**config.mk**
```make
export PLATFORM = sky130hd
export DESIGN_NAME = uart_loopback_buffer
export DESIGN_NICKNAME = d
export VERILOG_FILES = /design/src/rtl/uart_loopback_buffer_pkg.sv /design/src/rtl/uart_loopback_buffer_fifo.sv /design/src/rtl/uart_loopback_buffer.sv
export SDC_FILE = /design/constraint.sdc
export NUM_CORES = 1
export LEC_CHECK = 0
export CORE_AREA = 5 5 117 119
export CTS_CLUSTER_SIZE = 40
export DETAILED_ROUTE_END_ITERATION = 8
export DIE_AREA = 0 0 122 124
export PLACE_DENSITY = 0.73
export SYNTH_ARGS = -nofsm -noshare
export SYNTH_HDL_FRONTEND = slang
export SYNTH_SLANG_ARGS = --single-unit
```
**constraint.sdc**
```tcl
create_clock -name i_clk -period 4.5 [get_ports i_clk]
set_input_delay 0.9 -clock i_clk [delete_from_list [all_inputs] [get_ports i_clk]]
set_output_delay 0.9 -clock i_clk [all_outputs]
set_load 0.03 [all_outputs]
```
**src/rtl/uart_loopback_buffer_pkg.sv**
```systemverilog
// Shared UART definitions: FSM encodings, ASCII control codes and baud divisors.
package uart_loopback_buffer_pkg;

    // Transmit-launch FSM encodings.
    localparam logic [1:0] S_IDLE   = 2'd0;
    localparam logic [1:0] S_LAUNCH = 2'd1;
    localparam logic [1:0] S_BUSY   = 2'd2;

    // ASCII control codes used for line-ending expansion.
    localparam logic [7:0] ASCII_CR = 8'h0D;
    localparam logic [7:0] ASCII_LF = 8'h0A;

    // Baud divisors for the 25 MHz system clock.
    localparam int BAUD_115200 = 217;
    localparam int BAUD_9600   = 2604;

endpackage

```
**src/rtl/uart_loopback_buffer_fifo.sv**
```systemverilog
// Synchronous FIFO with registered occupancy flags and a combinational head.
// A write into a full FIFO is accepted when a read happens in the same cycle.
module sync_fifo #(
    parameter int DATA_WIDTH = 8,
    parameter int DEPTH      = 16
) (
    input  logic                         clk_i,
    input  logic                         rst_ni,
    input  logic                         wrEn_i,
    input  logic [DATA_WIDTH-1:0]        wrData_i,
    input  logic                         rdEn_i,
    output logic [DATA_WIDTH-1:0]        rdData_o,
    output logic [$clog2(DEPTH+1)-1:0]   count_o,
    output logic                         full_o,
    output logic                         empty_o
);

    localparam int PW = $clog2(DEPTH);
    localparam int CW = $clog2(DEPTH+1);

    logic [DATA_WIDTH-1:0] mem_q [DEPTH];
    logic [PW-1:0]         wrPtr_q;
    logic [PW-1:0]         rdPtr_q;
    logic [CW-1:0]         count_q;
    logic [CW-1:0]         count_d;
    logic                  full_q;
    logic                  empty_q;
    logic                  doRead;
    logic                  doWrite;

    assign doRead  = rdEn_i & ~empty_q;
    assign doWrite = wrEn_i & (~full_q | doRead);

    // Next occupancy: a simultaneous read and write leave the count unchanged.
    always_comb begin
        count_d = count_q;
        unique case ({doWrite, doRead})
            2'b10:   count_d = count_q + CW'(1);
            2'b01:   count_d = count_q - CW'(1);
            default: count_d = count_q;
        endcase
    end

    // Storage array; contents need no reset because the pointers gate access.
    always_ff @(posedge clk_i) begin
        if (doWrite) begin
            mem_q[wrPtr_q] <= wrData_i;
        end
    end

    // Pointers wrap naturally because DEPTH is a power of two.
    always_ff @(posedge clk_i or negedge rst_ni) begin
        if (!rst_ni) begin
            wrPtr_q <= '0;
            rdPtr_q <= '0;
            count_q <= '0;
            full_q  <= 1'b0;
            empty_q <= 1'b1;
        end else begin
            if (doWrite) wrPtr_q <= wrPtr_q + PW'(1);
            if (doRead)  rdPtr_q <= rdPtr_q + PW'(1);
            count_q <= count_d;
            full_q  <= (count_d == CW'(DEPTH));
            empty_q <= (count_d == '0);
        end
    end

    assign rdData_o = mem_q[rdPtr_q];
    assign count_o  = count_q;
    assign full_o   = full_q;
    assign empty_o  = empty_q;

endmodule

```
**src/rtl/uart_loopback_buffer.sv**
```systemverilog
// Byte buffer between UART receiver and transmitter: FIFO, pause, CR->CR LF
// expansion, occupancy/overflow flags and a last-received-byte register.
module uart_loopback_buffer
    import uart_loopback_buffer_pkg::*;
#(
    parameter int                    DATA_WIDTH = 8,
    parameter int                    DEPTH      = 16,
    parameter logic [DATA_WIDTH-1:0] CR_CODE    = DATA_WIDTH'(ASCII_CR),
    parameter logic [DATA_WIDTH-1:0] LF_CODE    = DATA_WIDTH'(ASCII_LF)
) (
    input  logic                       i_clk,
    input  logic                       i_rst_n,
    input  logic [DATA_WIDTH-1:0]      i_rx_byte,
    input  logic                       i_rx_valid,
    input  logic                       i_pause,
    input  logic                       i_crlf_en,
    input  logic                       i_clear_ovf,
    input  logic                       i_tx_active,
    input  logic                       i_tx_done,
    output logic [DATA_WIDTH-1:0]      o_tx_byte,
    output logic                       o_tx_dv,
    output logic [$clog2(DEPTH+1)-1:0] o_count,
    output logic                       o_empty,
    output logic                       o_full,
    output logic                       o_overflow,
    output logic [DATA_WIDTH-1:0]      o_last_byte
);

    logic [1:0]            state_q;
    logic [1:0]            state_d;
    logic                  lfPending_q;
    logic                  overflow_q;
    logic [DATA_WIDTH-1:0] lastByte_q;
    logic [DATA_WIDTH-1:0] txByte_q;
    logic                  txDv_q;
    logic [DATA_WIDTH-1:0] head;
    logic                  fifoFull;
    logic                  fifoEmpty;
    logic                  txReady;
    logic                  launchWindow;
    logic                  launch;
    logic                  pop;
    logic                  push;
    logic                  drop;

    // A launch is only considered when idle or exactly as the current frame ends;
    // S_LAUNCH blocks relaunch until the transmitter reports it went active.
    assign txReady      = ~i_tx_active | i_tx_done;
    assign launchWindow = (state_q == S_IDLE) | ((state_q == S_BUSY) & i_tx_done);
    assign launch       = launchWindow & txReady & ~i_pause & (lfPending_q | ~fifoEmpty);
    assign pop          = launch & ~lfPending_q;
    assign push         = i_rx_valid & (~fifoFull | pop);
    assign drop         = i_rx_valid & ~push;

    sync_fifo #(
        .DATA_WIDTH (DATA_WIDTH),
        .DEPTH      (DEPTH)
    ) u_fifo (
        .clk_i    (i_clk),
        .rst_ni   (i_rst_n),
        .wrEn_i   (push),
        .wrData_i (i_rx_byte),
        .rdEn_i   (pop),
        .rdData_o (head),
        .count_o  (o_count),
        .full_o   (fifoFull),
        .empty_o  (fifoEmpty)
    );

    // Launch-sequencing FSM next state.
    always_comb begin
        state_d = state_q;
        case (state_q)
            S_IDLE:   if (launch) state_d = S_LAUNCH;
            S_LAUNCH: if (i_tx_active) state_d = S_BUSY;
            S_BUSY:   if (i_tx_done) state_d = launch ? S_LAUNCH : S_IDLE;
            default:  state_d = S_IDLE;
        endcase
    end

    // FSM, launch strobe/byte, LF insertion, overflow and last-byte registers.
    always_ff @(posedge i_clk or negedge i_rst_n) begin
        if (!i_rst_n) begin
            state_q     <= S_IDLE;
            lfPending_q <= 1'b0;
            overflow_q  <= 1'b0;
            lastByte_q  <= '0;
            txByte_q    <= '0;
            txDv_q      <= 1'b0;
        end else begin
            state_q <= state_d;
            txDv_q  <= launch;
            if (launch) begin
                if (lfPending_q) begin
                    txByte_q    <= LF_CODE;
                    lfPending_q <= 1'b0;
                end else begin
                    txByte_q    <= head;
                    lfPending_q <= i_crlf_en & (head == CR_CODE);
                end
            end
            if (drop) begin
                overflow_q <= 1'b1;
            end else if (i_clear_ovf) begin
                overflow_q <= 1'b0;
            end
            if (push) begin
                lastByte_q <= i_rx_byte;
            end
        end
    end

    assign o_tx_byte   = txByte_q;
    assign o_tx_dv     = txDv_q;
    assign o_empty     = fifoEmpty;
    assign o_full      = fifoFull;
    assign o_overflow  = overflow_q;
    assign o_last_byte = lastByte_q;

endmodule

```
Word level (Yosys, flattened, before mapping):

Memories as Yosys holds them, arrays and structs flattened.
Index checks and enable logic that the tools add are counted.

* add/sub/neg operators: 4
* multiply operators: 0
* divide/modulo/power cells: 0
* order comparisons: 0
* equality and inequality tests: 9
* shifts and indexed selects: 0
* muxes and demuxes: 12
* bitwise logic cells: 21
* reduce and logical (&&, ||, !) cells: 4

Operators by type and width (number)
* $and 1x1->1: 10
* $pmux 5 s2: 1
* $add 4x1->4 const B: 2
* $eq 8x4->1 const B: 1
* $mux 8: 1
* $mux 1: 6
* $mux 2: 3
* $ne 2x2->1 const B: 3
* $not 1->1: 6
* $pmux 2 s3: 1
* $add 5x1->5 const B: 1
* $eq 5x5->1 const B: 1
* $logic_not 5->1: 1
* $or 1x1->1: 5
* $sub 5x1->5 const B: 1
* $eq 2x1->1 const B: 2
* $eq 2x2->1 const B: 2
* $reduce_and 3->1: 1
* $logic_not 2->1: 1
* $reduce_bool 2->1: 1

* register bits: 36
* bits in latches: 0
* RAM bits: 128
* bits in read-only memories: 0
* memories kept: 1

Memory list
* u_fifo.mem_q: depth 16, width 8, rd ports 1, clocked after memory_dff 0, wr ports 1, RTL line uart_loopback_buffer_fifo.sv:21 `logic [DATA_WIDTH-1:0] mem_q [DEPTH];`

Longest topological paths before layout:

* depth after elaboration: 13
* gate-level depth with buffers: 17

By module:

From an unflattened synthesis, not the netlist that was laid out.

* cell total of the unflattened synthesis: 399
* area, all modules: 7004.2 µm²

Modules (own cells, without submodules)
* sync_fifo: times used 1, cells each 282, area each 5906.9 µm²
* uart_loopback_buffer: times used 1, cells each 117, area each 1097.3 µm²

Worst setup path before layout:

No wires, ideal clock.

* kind: input port to flip-flop
* start point: input port i_tx_active
* end point: register u_fifo.full_q (netlist: u_fifo.full_o)
* library setup time: 0.073 ns
* data arrival time: 3.871 ns
* slack: 0.556 ns
* cell stages on the path: 17
* path buffers: 3
* cell sequence: nor2_1 o21ai_1 or3_1 buf_2 a21boi_2 inv_2 buf_2 ha_1 clkbuf_1 xor2_1 ha_1 o21a_1 o221a_1 o21ai_0 nor3b_1 xor2_1 nor2b_1

* cells in the longest elaborated chain, start to end: 12
* elaborated cells between the ends (all ways): 15

Ends and longest elaborated chain
* start, declared: RTL line uart_loopback_buffer.sv:18 `input logic i_tx_active,`
* $not 1->1 (*): RTL line uart_loopback_buffer.sv:48 `assign txReady = ~i_tx_active | i_tx_done;`
* $or 1x1->1 (*): RTL line uart_loopback_buffer.sv:48
* $and 1x1->1 (*) (3 in series): RTL line uart_loopback_buffer.sv:50 `assign launch = launchWindow & txReady & ~i_pause & (lfPending_q | ~fifoEmpty);`
* $and 1x1->1 (*): RTL line uart_loopback_buffer.sv:51 `assign pop = launch & ~lfPending_q;`
* $or 1x1->1 or $and 1x1->1 (tied branches): RTL line uart_loopback_buffer.sv:52, uart_loopback_buffer_fifo.sv:31
* $and 1x1->1 or $or 1x1->1 (tied branches): RTL line uart_loopback_buffer.sv:52, uart_loopback_buffer_fifo.sv:32
* $and 1x1->1: RTL line uart_loopback_buffer_fifo.sv:32 `assign doWrite = wrEn_i & (~full_q | doRead);`
* $eq 2x1->1 or $eq 2x2->1 (tied branches): RTL line uart_loopback_buffer_fifo.sv:37 `unique case ({doWrite, doRead})`
* $pmux 5 s2 (*): RTL line uart_loopback_buffer_fifo.sv:37
* named net u_fifo.count_d[4]: RTL line uart_loopback_buffer_fifo.sv:25 `logic [CW-1:0] count_d;`
* $eq 5x5->1 (*): RTL line uart_loopback_buffer_fifo.sv:63 `full_q <= (count_d == CW'(DEPTH));`
* end signal, assigned: RTL line uart_loopback_buffer_fifo.sv:63
* end, declared: RTL line uart_loopback_buffer_fifo.sv:26 `logic full_q;`

The timed path passes the listed nets; every way through them passes the cells marked *.
A chain may end at the register's enable or synchronous reset.

Final worst setup path:

Ends and elaborated chain as after synthesis.

==> impl_metrics.ini <==
[run_status]
status = complete, no violations

[worst_setup_path]
arrival_ps = 4220
start_kind = primary input
cp-end-kind = flip-flop
crit_type = primary input to flip-flop
worstPathMaxFanout = 15
crit_required_ps = 4860

[yosys]
synthArstFlopShare = 0.220
synthDistinctLibCells = 49
ys_ff_latch = 164
yosysTopAreaCellShare = 0.577
syn_nets = 406
synthTopCellsByArea = edfxtp_1 (58%), dfrtp_1 (13%), mux4_2 (11%)
yosysWarnings = 0
synthCells = 381
synthesis.area_um2 = 6660
yosys_most_used_dff = edfxtp_1
avgSynthCellArea_um2 = 17.5
synth_largest_area_cell = edfxtp_1
yosysSeqAreaShare = 0.713
synth_edf_count = 128

[global_routing]
overflow = 0
antenna_found_initial = 0
track_usage = 0.189
grt_pass1_wl_mm = 20.6
grt_max_degree = 37
grt_pass1_vias = 3662

[clock_tree]
postCtsHoldBufs = 0
cts-buffers-inserted = 17
root_buffer = clkbuf_16
clock_insertion_delay_worst_skew_ps = 440
cts_max_level = 4
cts.path.max_buffers = 2
clk_transition_reported_paths_ps = 60
cts_setup_buffers = 0
cts_num_sinks = 164
cts_resized = 0
cts_tree = done

[sta]
finalMaxSlewViolations = 0
final-hold-violation-count = 0
slew_headroom = 0.444
rsz0062_at_grt = false
setup_violations = 0
setup_slack_ps = 640
finClkSkew_ps = 12.0
layout_worst_path_cycle_share = 0.858
fin_crit_ps = 3860
setup-tns-final_ps = 0
tightestPinTransition_ps = 834
fmax_ghz = 0.259

[placed_design]
dp_hpwl_mm = 8.54
port_buffers = 40
place_inst = 590
routabilityCongestion = 0.772
dp_slack_ps = 219

[floorplan]
rows = 41
ioPinCount = 41
die_width_um = 122
start_util = 0.534
coreArea_um2 = 12500
die_h_um = 124
die-area_um2 = 15100

[layout]
final_cells = 621
drive_gt1_frac = 0.200
area_growth_pct = 18.1
layout_common_cells = edfxtp_1 (128), nand2_1 (40), clkdlybuf4s50_1 (39)
fill_cells = 900
layout.nets = 462
diodes = 0
mostFrequentLayoutCell = edfxtp_1

[routing]
via_per_inst = 5.57
dr_total_vias = 3460
drtPass1Iterations = 4
drc = 0
drt_iter0_markers = 358
wirelength_mm = 12.9
ant_nets = 0
wl_per_cell_um = 20.8

[run]
drv_cap = 0

[power]
ir_worst_vdd_v = 0.000422
p_leak_nw = 2.80
powerDensity_nw_per_um2 = 668

[hold_path]
hold_class = flip-flop to flip-flop
## metal layers
layer,track usage,routed length (µm),vias to the layer above
li1,-,-,1590
met1,0.243,5240,1755
met2,0.308,6510,94
met3,0.0522,923,21
met4,0.0735,210,0
met5,0,0,-
## cell usage after synthesis, types with 6 or more instances
| cell | instances |
|---|---|
| a21oi_1 | 6 |
| and2_1 | 6 |
| buf_2 | 9 |
| dfrtp_1 | 35 |
| edfxtp_1 | 128 |
| ha_1 | 9 |
| inv_1 | 9 |
| mux4_2 | 33 |
| nand2_1 | 40 |
| nor2_1 | 9 |
| o21ai_0 | 7 |
| xnor2_1 | 8 |
## state kept, by name, indices dropped and copies added (netlist names)
register / flops
u_fifo.count_o: 5
state_q: 2
o_last_byte: 8
u_fifo.wrPtr_q: 4
u_fifo.rdPtr_q: 4
u_fifo.mem_q: 128
lfPending_q: 1
u_fifo.empty_o: 1
o_tx_byte: 8
o_tx_dv: 1
u_fifo.full_o: 1
o_overflow: 1
## power by group
part | switching [mW] | internal (mW)
clock network | 0.596 | 0.819
logic | 0.855 | 0.792
registers | 0.290 | 1.90
total | 1.74 | 3.51
## cell type report
| type | instances | area, µm² | area share |
|---|---|---|---|
| Timing Repair Buffer | 56 | 515 | 0.0655 |
| Inverter | 12 | 45.0 | 0.00573 |
| Clock buffer | 17 | 425 | 0.0541 |
| Sequential cell | 164 | 4750 | 0.604 |
| Multi-Input combinational cell | 186 | 1760 | 0.224 |
| Clock inverter | 14 | 153 | 0.0194 |
| Tap cell | 172 | 215 | 0.0274 |
## through the flow
step | area, µm² | hold slack (ps) | utilization | total power, mW
after global placement | 7290 | 464 | 0.585 | 3.82
after floorplan | 6660 | 535 | - | 3.33
final | 7870 | 477 | 0.631 | 5.25
after CTS | 7870 | 478 | 0.631 | 5.30
after global routing | 7870 | 500 | 0.631 | 5.53
after detailed placement | 7290 | 463 | 0.585 | 3.88
## worst max-delay path: stages
cell and delay [ps]:
clkdlybuf4s50_1 450, nor2_1 130, o21ai_1 90, or3_1 360, a21boi_2 200, inv_2 150
ha_1 340, xor2_1 180, ha_1 220, o21a_1 180, o221a_1 250, o21ai_0 140
nor3b_1 240, xor2_1 240, nor2b_1 150
## final timing paths
path | from | to | slack, ps | cells after the start
worst max-delay path | i_tx_active | u_fifo.full_o | 640 | 15
worst min-delay path | o_last_byte[7] | o_last_byte[7] | 480 | 2
worst max register to register | state_q[1] | u_fifo.full_o | 1200 | 14
worst min register to register | o_last_byte[7] | o_last_byte[7] | 480 | 2
max in group asynchronous | i_rst_n | u_fifo.rdPtr_q[2] | 3380 | 1
min in group asynchronous | i_rst_n | state_q[0] | 550 | 1
## kinds of logic (layout without fill, tap and decap cells)
family	count (synthesis)	in the layout	synth area share
AO/OA/AOI/OAI	40	40	0.0441
AND/OR/NAND/NOR	86	86	0.0654
multiplexers	39	39	0.121
buffers and inverters	31	99	0.0244
flip-flops	164	164	0.713
XOR/XNOR	12	12	0.0158
adder cells (fa/ha/maj)	9	9	0.0169
No activity file was read; power rests on OpenSTA's default activity.
